File: src/rtl/sccb_master_if.sv
// SCCB master bundle: request/response handshake plus the 3-wire pad signals.
// The master modport is the transmitter's view, slave is the sequencer/pad side.
interface sccb_master_if;
    logic       sccb_start;
    logic [7:0] sccb_addr;
    logic [7:0] sccb_data;
    logic       sccb_done;
    logic       sccb_busy;
    logic       sccb_nack;
    logic       sio_c;
    logic       sio_d_out;
    logic       sio_d_oe;
    logic       sio_d_in;

    modport master (
        input  sccb_start, sccb_addr, sccb_data, sio_d_in,
        output sccb_done, sccb_busy, sccb_nack, sio_c, sio_d_out, sio_d_oe
    );

    modport slave (
        output sccb_start, sccb_addr, sccb_data, sio_d_in,
        input  sccb_done, sccb_busy, sccb_nack, sio_c, sio_d_out, sio_d_oe
    );
endinterface

File: src/rtl/sccb_master.sv
// SCCB 3-phase write transmitter (device ID, sub-address, data).
// Each bit is four quarter periods of DIV clocks; SIO_C is low for Q0-Q1 and
// high for Q2-Q3, so SIO_D only moves while the clock is low.
// Optional macro SCCB_ACK_CHECK_EN: sample SIO_D during the don't-care bits and
// report a sticky per-transaction NACK; otherwise sccb_nack stays 0.
module sccb_master #(
    parameter int         CLK_FREQ_HZ  = 100_000_000,
    parameter int         SCCB_FREQ_HZ = 100_000,
    parameter logic [7:0] DEV_ID       = 8'h42
) (
    input  logic          clk,
    input  logic          rst_n,
    sccb_master_if.master bus
);
    // Quarter-bit divider; DIV must come out >= 1 for the chosen frequencies.
    localparam int DIV = CLK_FREQ_HZ / (4 * SCCB_FREQ_HZ);
    localparam int CW  = (DIV > 1) ? $clog2(DIV) : 1;

    typedef enum logic [2:0] {
        S_IDLE, S_START, S_BIT, S_DC, S_STOP, S_DONE
    } state_t;

    state_t        state_q, state_d;
    logic [CW-1:0] cnt_q, cnt_d;
    logic [1:0]    qtr_q, qtr_d;
    logic [2:0]    bit_q, bit_d;
    logic [1:0]    byte_q, byte_d;
    logic [7:0]    addr_q, addr_d;
    logic [7:0]    data_q, data_d;
    logic          nack_q, nack_d;

    logic          qtick;
    logic [7:0]    cur_byte;
    logic          sio_c, sio_d_out, sio_d_oe, busy, done;

    assign qtick    = (cnt_q == CW'(DIV - 1));
    assign cur_byte = (byte_q == 2'd0) ? DEV_ID :
                      (byte_q == 2'd1) ? addr_q : data_q;

`ifndef SCCB_ACK_CHECK_EN
    // Pad readback has no use without the ACK check.
    logic unused_sio_d_in;
    assign unused_sio_d_in = bus.sio_d_in;
`endif

    // State, counters and latched request.
    always_ff @(posedge clk or negedge rst_n) begin
        if (!rst_n) begin
            state_q <= S_IDLE;
            cnt_q   <= '0;
            qtr_q   <= '0;
            bit_q   <= 3'd7;
            byte_q  <= '0;
            addr_q  <= '0;
            data_q  <= '0;
            nack_q  <= 1'b0;
        end else begin
            state_q <= state_d;
            cnt_q   <= cnt_d;
            qtr_q   <= qtr_d;
            bit_q   <= bit_d;
            byte_q  <= byte_d;
            addr_q  <= addr_d;
            data_q  <= data_d;
            nack_q  <= nack_d;
        end
    end

    // Next-state sequencing and line drive decoded from state and quarter.
    always_comb begin
        state_d   = state_q;
        cnt_d     = qtick ? '0 : cnt_q + CW'(1);
        qtr_d     = qtr_q;
        bit_d     = bit_q;
        byte_d    = byte_q;
        addr_d    = addr_q;
        data_d    = data_q;
        nack_d    = nack_q;
        sio_c     = 1'b1;
        sio_d_out = 1'b1;
        sio_d_oe  = 1'b1;
        busy      = 1'b1;
        done      = 1'b0;

        unique case (state_q)
            S_IDLE: begin
                busy = 1'b0;
                if (bus.sccb_start) begin
                    addr_d  = bus.sccb_addr;
                    data_d  = bus.sccb_data;
                    cnt_d   = '0;
                    qtr_d   = '0;
                    bit_d   = 3'd7;
                    byte_d  = '0;
                    nack_d  = 1'b0;
                    state_d = S_START;
                end
            end
            S_START: begin
                // Data falls in Q2 with the clock still high, clock falls in Q3.
                sio_c     = (qtr_q != 2'd3);
                sio_d_out = (qtr_q < 2'd2);
                if (qtick) begin
                    qtr_d = qtr_q + 2'd1;
                    if (qtr_q == 2'd3) begin
                        bit_d   = 3'd7;
                        byte_d  = '0;
                        state_d = S_BIT;
                    end
                end
            end
            S_BIT: begin
                sio_c     = qtr_q[1];
                sio_d_out = cur_byte[bit_q];
                if (qtick) begin
                    qtr_d = qtr_q + 2'd1;
                    if (qtr_q == 2'd3) begin
                        if (bit_q == 3'd0) state_d = S_DC;
                        else               bit_d   = bit_q - 3'd1;
                    end
                end
            end
            S_DC: begin
                sio_c    = qtr_q[1];
                sio_d_oe = 1'b0;
`ifdef SCCB_ACK_CHECK_EN
                if (qtick && qtr_q == 2'd2 && bus.sio_d_in) nack_d = 1'b1;
`endif
                if (qtick) begin
                    qtr_d = qtr_q + 2'd1;
                    if (qtr_q == 2'd3) begin
                        if (byte_q < 2'd2) begin
                            byte_d  = byte_q + 2'd1;
                            bit_d   = 3'd7;
                            state_d = S_BIT;
                        end else begin
                            state_d = S_STOP;
                        end
                    end
                end
            end
            S_STOP: begin
                // Clock rises in Q1 with data low, data rises in Q2.
                sio_c     = (qtr_q != 2'd0);
                sio_d_out = qtr_q[1];
                if (qtick) begin
                    qtr_d = qtr_q + 2'd1;
                    if (qtr_q == 2'd3) state_d = S_DONE;
                end
            end
            S_DONE: begin
                busy    = 1'b0;
                done    = 1'b1;
                state_d = S_IDLE;
            end
            default: state_d = S_IDLE;
        endcase
    end

    assign bus.sio_c     = sio_c;
    assign bus.sio_d_out = sio_d_out;
    assign bus.sio_d_oe  = sio_d_oe;
    assign bus.sccb_busy = busy;
    assign bus.sccb_done = done;
    assign bus.sccb_nack = nack_q;
endmodule

File: src/flat_wrapper.sv
// flat-port wrapper written by rule: the top's interface ports become plain ports
module sccb_master_flat 
#(
    parameter int         CLK_FREQ_HZ  = 100_000_000,
    parameter int         SCCB_FREQ_HZ = 100_000,
    parameter logic [7:0] DEV_ID       = 8'h42
)
  (clk, rst_n, bus_sccb_start, bus_sccb_addr, bus_sccb_data, bus_sio_d_in, bus_sccb_done, bus_sccb_busy, bus_sccb_nack, bus_sio_c, bus_sio_d_out, bus_sio_d_oe);
  sccb_master_if bus_i ();
  input  logic clk;
  input  logic rst_n;
  input wire logic [$bits(bus_i.sccb_start)-1:0] bus_sccb_start;
  input wire logic [$bits(bus_i.sccb_addr)-1:0] bus_sccb_addr;
  input wire logic [$bits(bus_i.sccb_data)-1:0] bus_sccb_data;
  input wire logic [$bits(bus_i.sio_d_in)-1:0] bus_sio_d_in;
  output wire logic [$bits(bus_i.sccb_done)-1:0] bus_sccb_done;
  output wire logic [$bits(bus_i.sccb_busy)-1:0] bus_sccb_busy;
  output wire logic [$bits(bus_i.sccb_nack)-1:0] bus_sccb_nack;
  output wire logic [$bits(bus_i.sio_c)-1:0] bus_sio_c;
  output wire logic [$bits(bus_i.sio_d_out)-1:0] bus_sio_d_out;
  output wire logic [$bits(bus_i.sio_d_oe)-1:0] bus_sio_d_oe;
  assign bus_i.sccb_start = bus_sccb_start;
  assign bus_i.sccb_addr = bus_sccb_addr;
  assign bus_i.sccb_data = bus_sccb_data;
  assign bus_i.sio_d_in = bus_sio_d_in;
  assign bus_sccb_done = bus_i.sccb_done;
  assign bus_sccb_busy = bus_i.sccb_busy;
  assign bus_sccb_nack = bus_i.sccb_nack;
  assign bus_sio_c = bus_i.sio_c;
  assign bus_sio_d_out = bus_i.sio_d_out;
  assign bus_sio_d_oe = bus_i.sio_d_oe;
  sccb_master #(.CLK_FREQ_HZ(CLK_FREQ_HZ), .SCCB_FREQ_HZ(SCCB_FREQ_HZ), .DEV_ID(DEV_ID)) u_core (.clk(clk), .rst_n(rst_n), .bus(bus_i));
endmodule
File: config.mk
export PLATFORM = sky130hd
export DESIGN_NAME = sccb_master_flat
export DESIGN_NICKNAME = d
export VERILOG_FILES = /design/src/rtl/sccb_master_if.sv /design/src/rtl/sccb_master.sv /design/src/flat_wrapper.sv
export SDC_FILE = /design/constraint.sdc
export NUM_CORES = 1
export LEC_CHECK = 0
export CORE_MARGIN = 1
export CORE_UTILIZATION = 40
export CTS_BUF_LIST = sky130_fd_sc_hd__clkbuf_8
export CTS_CLUSTER_DIAMETER = 120
export DETAILED_ROUTE_END_ITERATION = 10
export REMOVE_ABC_BUFFERS = 1
export SYNTH_ARGS = -nofsm -noshare
export SYNTH_HDL_FRONTEND = slang
export SYNTH_SLANG_ARGS = --single-unit
File: constraint.sdc
create_clock -name clk -period 2.5 [get_ports clk]
set_clock_uncertainty 0.1 [all_clocks]
set_input_delay 0.5 -clock clk [delete_from_list [all_inputs] [get_ports clk]]
set_output_delay 0.5 -clock clk [all_outputs]
set_load 0.005 [all_outputs]
---- Word-level counts from Yosys, hierarchy flattened ----
Index checks and enable logic that the tools add are counted.
operators by class
  add/sub/neg operators ................... 4
  magnitude comparators ................... 3
  equality and inequality tests ........... 22
  multiplexer cells ....................... 43
  reduce and logical (&&, ||, !) cells .... 15
operators by type and width
  cell                   number
  $mux W3                20
  $mux W8                5
  $ne A2 B1 Y1 const B   11
  $reduce_and A10 Y1     2
  $pmux W3 S5            1
  $mux W2                7
  $pmux W3 S4            1
  $add A8 B1 Y8 const B  1
  $eq A8 B8 Y1 const B   1
  $reduce_and A7 Y1      1
  $eq A3 B2 Y1 const B   2
  $eq A3 B3 Y1 const B   2
  $logic_not A3 Y1       2
  $ne A2 B2 Y1 const B   3
  $pmux W1 S3            2
  $pmux W2 S3            1
  $add A2 B1 Y2 const B  2
  $lt A2 B2 Y1 const B   2
  $lt A3 B4 Y1 const B   1
  $mux W1                4
  $pmux W2 S2            1
  $reduce_bool A2 Y1     2
  $reduce_bool A4 Y1     1
  $reduce_or A2 Y1       2
  10 further kinds       10
word-level totals
  flip-flop bits (word level) ............. 34
  input bits .............................. 20
  output and inout bits ................... 6
  word-level logic and storage cells ...... 94

---- Longest topological paths before layout ----
  depth in word-level cells ............... 6
  mapped depth ............................ 9
  mapped depth without buffers ............ 7

---- Worst setup path after synthesis ----
OpenSTA, ideal clock, no wires.
  path type ............................... register to output
  from .................................... register u_core.byte_q[1]
  to ...................................... output bus_sio_d_out
  arrival ................................. 1663 ps
  data required time ...................... 1900 ps
  path slack .............................. 237 ps
  stages on the path, launching flop included .. 8
  buffers on the path ..................... 1
  cells stage by stage .................... dfrtp_1 -> inv_1 -> ha_1 -> buf_2 -> mux4_2 -> nor3b_1 -> o21ai_0 -> a31oi_1
between the ends
  cells in the longest elaborated chain, start to end .. 6
  elaborated cells between the ends (all ways) .. 7
  those cells by class .................... 1 x eq/ne; 5 x mux; 1 x reduce/logical
ends and longest elaborated chain
  item                             line                RTL
  from (decl)                      sccb_master.sv:27   logic [1:0] byte_q, byte_d;
  from (signal assigned)           sccb_master.sv:62   byte_q <= byte_d;
  $eq A2 B1 Y1                     sccb_master.sv:38   (byte_q == 2'd1) ? addr_q : data_q;
  $mux W8                          sccb_master.sv:38
  $mux W8 *                        sccb_master.sv:37   assign cur_byte = (byte_q == 2'd0) ? DEV_ID :
  $bmux W1 S3 *                    sccb_master.sv:114  sio_d_out = cur_byte[bit_q];
  $mux W1 (not written as such) *  sccb_master.sv:114
  $pmux W1 S3 *                    sccb_master.sv:85   unique case (state_q)
  to (decl)                        flat_wrapper.sv:20  output wire logic [$bits(bus_i.sio_d_out)-1:0] bus_sio_d_out;
Every way passes the cells marked *; elsewhere a longest branch is shown, timed or not. The select of a mux whose other input is x is not followed.

---- Worst setup path after layout ----
Same ends and word-level chain as after synthesis.

==> flow_summary.ini <==
[timing]
rsz0062_at_grt = yes
tns_ns = -0.0459
period_needed_ns = 2.55
final-hold-violation-count = 0
setup_violations = 1
layout_setup_ws_ns = -0.0459
worst_slew_pin_slew_ns = 0.664
max_slew_margin_pct = 55.4
fmax_ghz = 0.393
final-max-slew-violation-count = 0
timing.final.crit_share_pct = 102

[setup_path]
endpoint_kind = output pin
start_kind = flip-flop
slowest_stage = mux4_2
critPathKind = flip-flop to output pin
crit_family = multiplexers
worst-path-buf-inv = 3
cp.required_ns = 1.90
arrival_ns = 1.95
path_max_fanout = 5
cpPeakStageDelay_ns = 0.50
path_cells = inv_2 > ha_4 > buf_6 > mux4_2 > nand3b_1 > a21o_1 > a31oi_1 > buf_2

[floorplan]
core_area_sq_um = 4720
die-area_sq_um = 5160
dieWidth_um = 71.9
die_h_um = 71.9
rows = 25
start_util_pct = 41.3
io_pins = 26

[routing]
drt_iter0_drc = 61
wl_um = 4030
drc = 0
post_drt_wl_per_cell_um = 14.2
drtPass1Iterations = 4
routed_via_density = 5.23
drtAntennaViolNets = 0
num_vias = 1491

[flow_run]
drv_cap = 0

[grt]
grt_pass1_vias = 1529
grt_pass1_wl_um = 6940
grt.busiest_layer = met2
grt_max_degree = 35
grt_util_met1_pct = 22.0
antenna_found_initial = 0
use_met2_pct = 28.8
grtUsageTotal_pct = 17.7
grt-ovfl-total = 0
grt_use_met3_pct = 4.22

[clock_tree]
numCtsBuffers = 5
path_clk_slew_ns = 0.07
cts-root-buf = clkbuf_8
cts_sinks = 34
cts_tree = done
cts_hold_buf = 0
cts_max_path_buffers = 2
worst_skew_pair.late_latency_ns = 0.29
htreeDepth = 2

[yosys]
ys_seq_area_share_pct = 43.8
synth.most_common_cell = dfrtp_1
syn_area_sq_um = 1950
synthArstFlopShare_pct = 100
synth_top_area_share_pct = 39.7
yosysWarnings = 0
synthTopCellsByCount = dfrtp_1 (31), mux2_2 (18), nor2_1 (17), nand2_1 (11), inv_1 (10)
synthCells = 186
synth_cell_types = 49
synth-edff-count = 0
synth-seq-cells = 34
ys.flop_type = dfrtp_1
synth_area_leaders = dfrtp_1 (40%), mux2_2 (10%), ha_1 (5.1%), dfstp_2 (4.0%), nor2_1 (3.3%)
yosys.area.top_type = dfrtp_1
syn_avg_cell_area_sq_um = 10.5

[place]
place.gp.congestion = 0.804
io_buffers = 23
placedInstanceArea_sq_um = 2270
dp.final_hpwl_um = 2870

[pwr]
vdd_ir_drop_max_v = 0.000348
cellPowerDensity_nw_per_um2 = 656
leakagePower_nw = 1.03

[layout]
drive_gt1_share_pct = 25.2
fin_util_pct = 51.6
diodes = 0
area_growth_pct = 24.9
finalNetCount = 245
nFillCells = 432
postLayoutCellArea_sq_um = 2440

[status]
status = finished with violations
violations = setup timing

[worst_hold_path]
hp-class = flip-flop to flip-flop
## placed cells by master (no fill, tap or decap), types with 4 or more instances in the layout
| cell type | n |
|---|---|
| buf_4 | 12 |
| inv_1 | 9 |
| a21oi_1 | 9 |
| ha_1 | 6 |
| clkdlybuf4s50_1 | 21 |
| xor2_1 | 4 |
| nand4_1 | 5 |
| nand2_1 | 11 |
| nand3_1 | 4 |
| dfrtp_1 | 30 |
| mux2_2 | 18 |
| o21ai_0 | 5 |
| clkbuf_8 | 5 |
| nor2_1 | 17 |
## power by group
group / internal, W / leakage (nW) / switching (W)
combinational: 0.000143 / 0.549 / 0.000117
sequential: 0.000643 / 0.413 / 0.0000807
clock: 0.000400 / 0.0683 / 0.000214
total: 0.00119 / 1.03 / 0.000412
## worst register-to-register path, cell delays in order, from the launching register on
cell	delay, ns
dfrtp_1	0.41
inv_1	0.07
ha_1	0.15
nand2_2	0.06
or3_1	0.48
o21ai_2	0.21
and3_1	0.33
mux2_4	0.33
## state kept, by name, indices dropped and copies added, names as in the netlist
signal,count
u_core.bit_q,3
u_core.addr_q,8
u_core.cnt_q,8
u_core.data_q,8
u_core.qtr_q,2
u_core.state_q,3
u_core.byte_q,2
## cell type report
type / count / area, sq um / area share (%)
Sequential cell: 34 / 856 / 35.1
Multi-Input combinational cell: 130 / 997 / 40.9
Inverter: 10 / 37.5 / 1.54
Tap cell: 67 / 83.8 / 3.44
Clock buffer: 5 / 68.8 / 2.82
Timing Repair Buffer: 36 / 325 / 13.3
Clock inverter: 3 / 68.8 / 2.82
## cell families (layout without fill, tap and decap cells)
kind of cell    Yosys count  after routing  share of synthesized area, %
simple gates             57             57                          15.3
mux                      25             25                          15.8
other cells               1              1                         0.192
buf+inv                  22             54                          5.90
flops                    34             34                          43.8
compound gates           32             32                          10.8
fa+ha+maj                 8              8                          5.13
xor+xnor                  7              7                          3.14
## worst paths after layout
| check | startpoint | end | slack [ns] | cells past startpoint |
|---|---|---|---|---|
| worst max-delay path | u_core.byte_q[1] | bus_sio_d_out | -0.05 | 8 |
| worst min-delay path | u_core.data_q[5] | u_core.data_q[5] | 0.41 | 1 |
| worst max register to register | u_core.cnt_q[1] | u_core.bit_q[0] | 0.30 | 7 |
| worst min register to register | u_core.data_q[5] | u_core.data_q[5] | 0.41 | 1 |
| max in group asynchronous | rst_n | u_core.bit_q[1] | 1.45 | 2 |
| min in group asynchronous | rst_n | u_core.state_q[0] | 0.51 | 2 |
## timing repair
item                       in CTS  in global routing
cloned                          0                  0
setup endpoints to repair       2                  1
pin swaps                       2                  2
setup buffers                   2                  0
resized for setup              12                  0
## stage by stage
stage / setup WS (ns) / cells / total power [W] / hold WS (ns)
final: -0.0459 / 285 / 0.00160 / 0.408
after floorplan: 0.201 / 174 / 0.000891 / 0.104
after global placement: -0.212 / 275 / 0.000971 / 0.390
after global routing: -0.162 / 285 / 0.00170 / 0.428
after CTS: -0.0640 / 285 / 0.00162 / 0.411
after detailed placement: -0.235 / 275 / 0.000991 / 0.393
## routing by layer
layer,wire (um),up-vias
met5,0,-
li1,-,706
met1,1810,747
met3,144,4
met2,2010,34
met4,63,0
(Power assumes the default switching activity.)
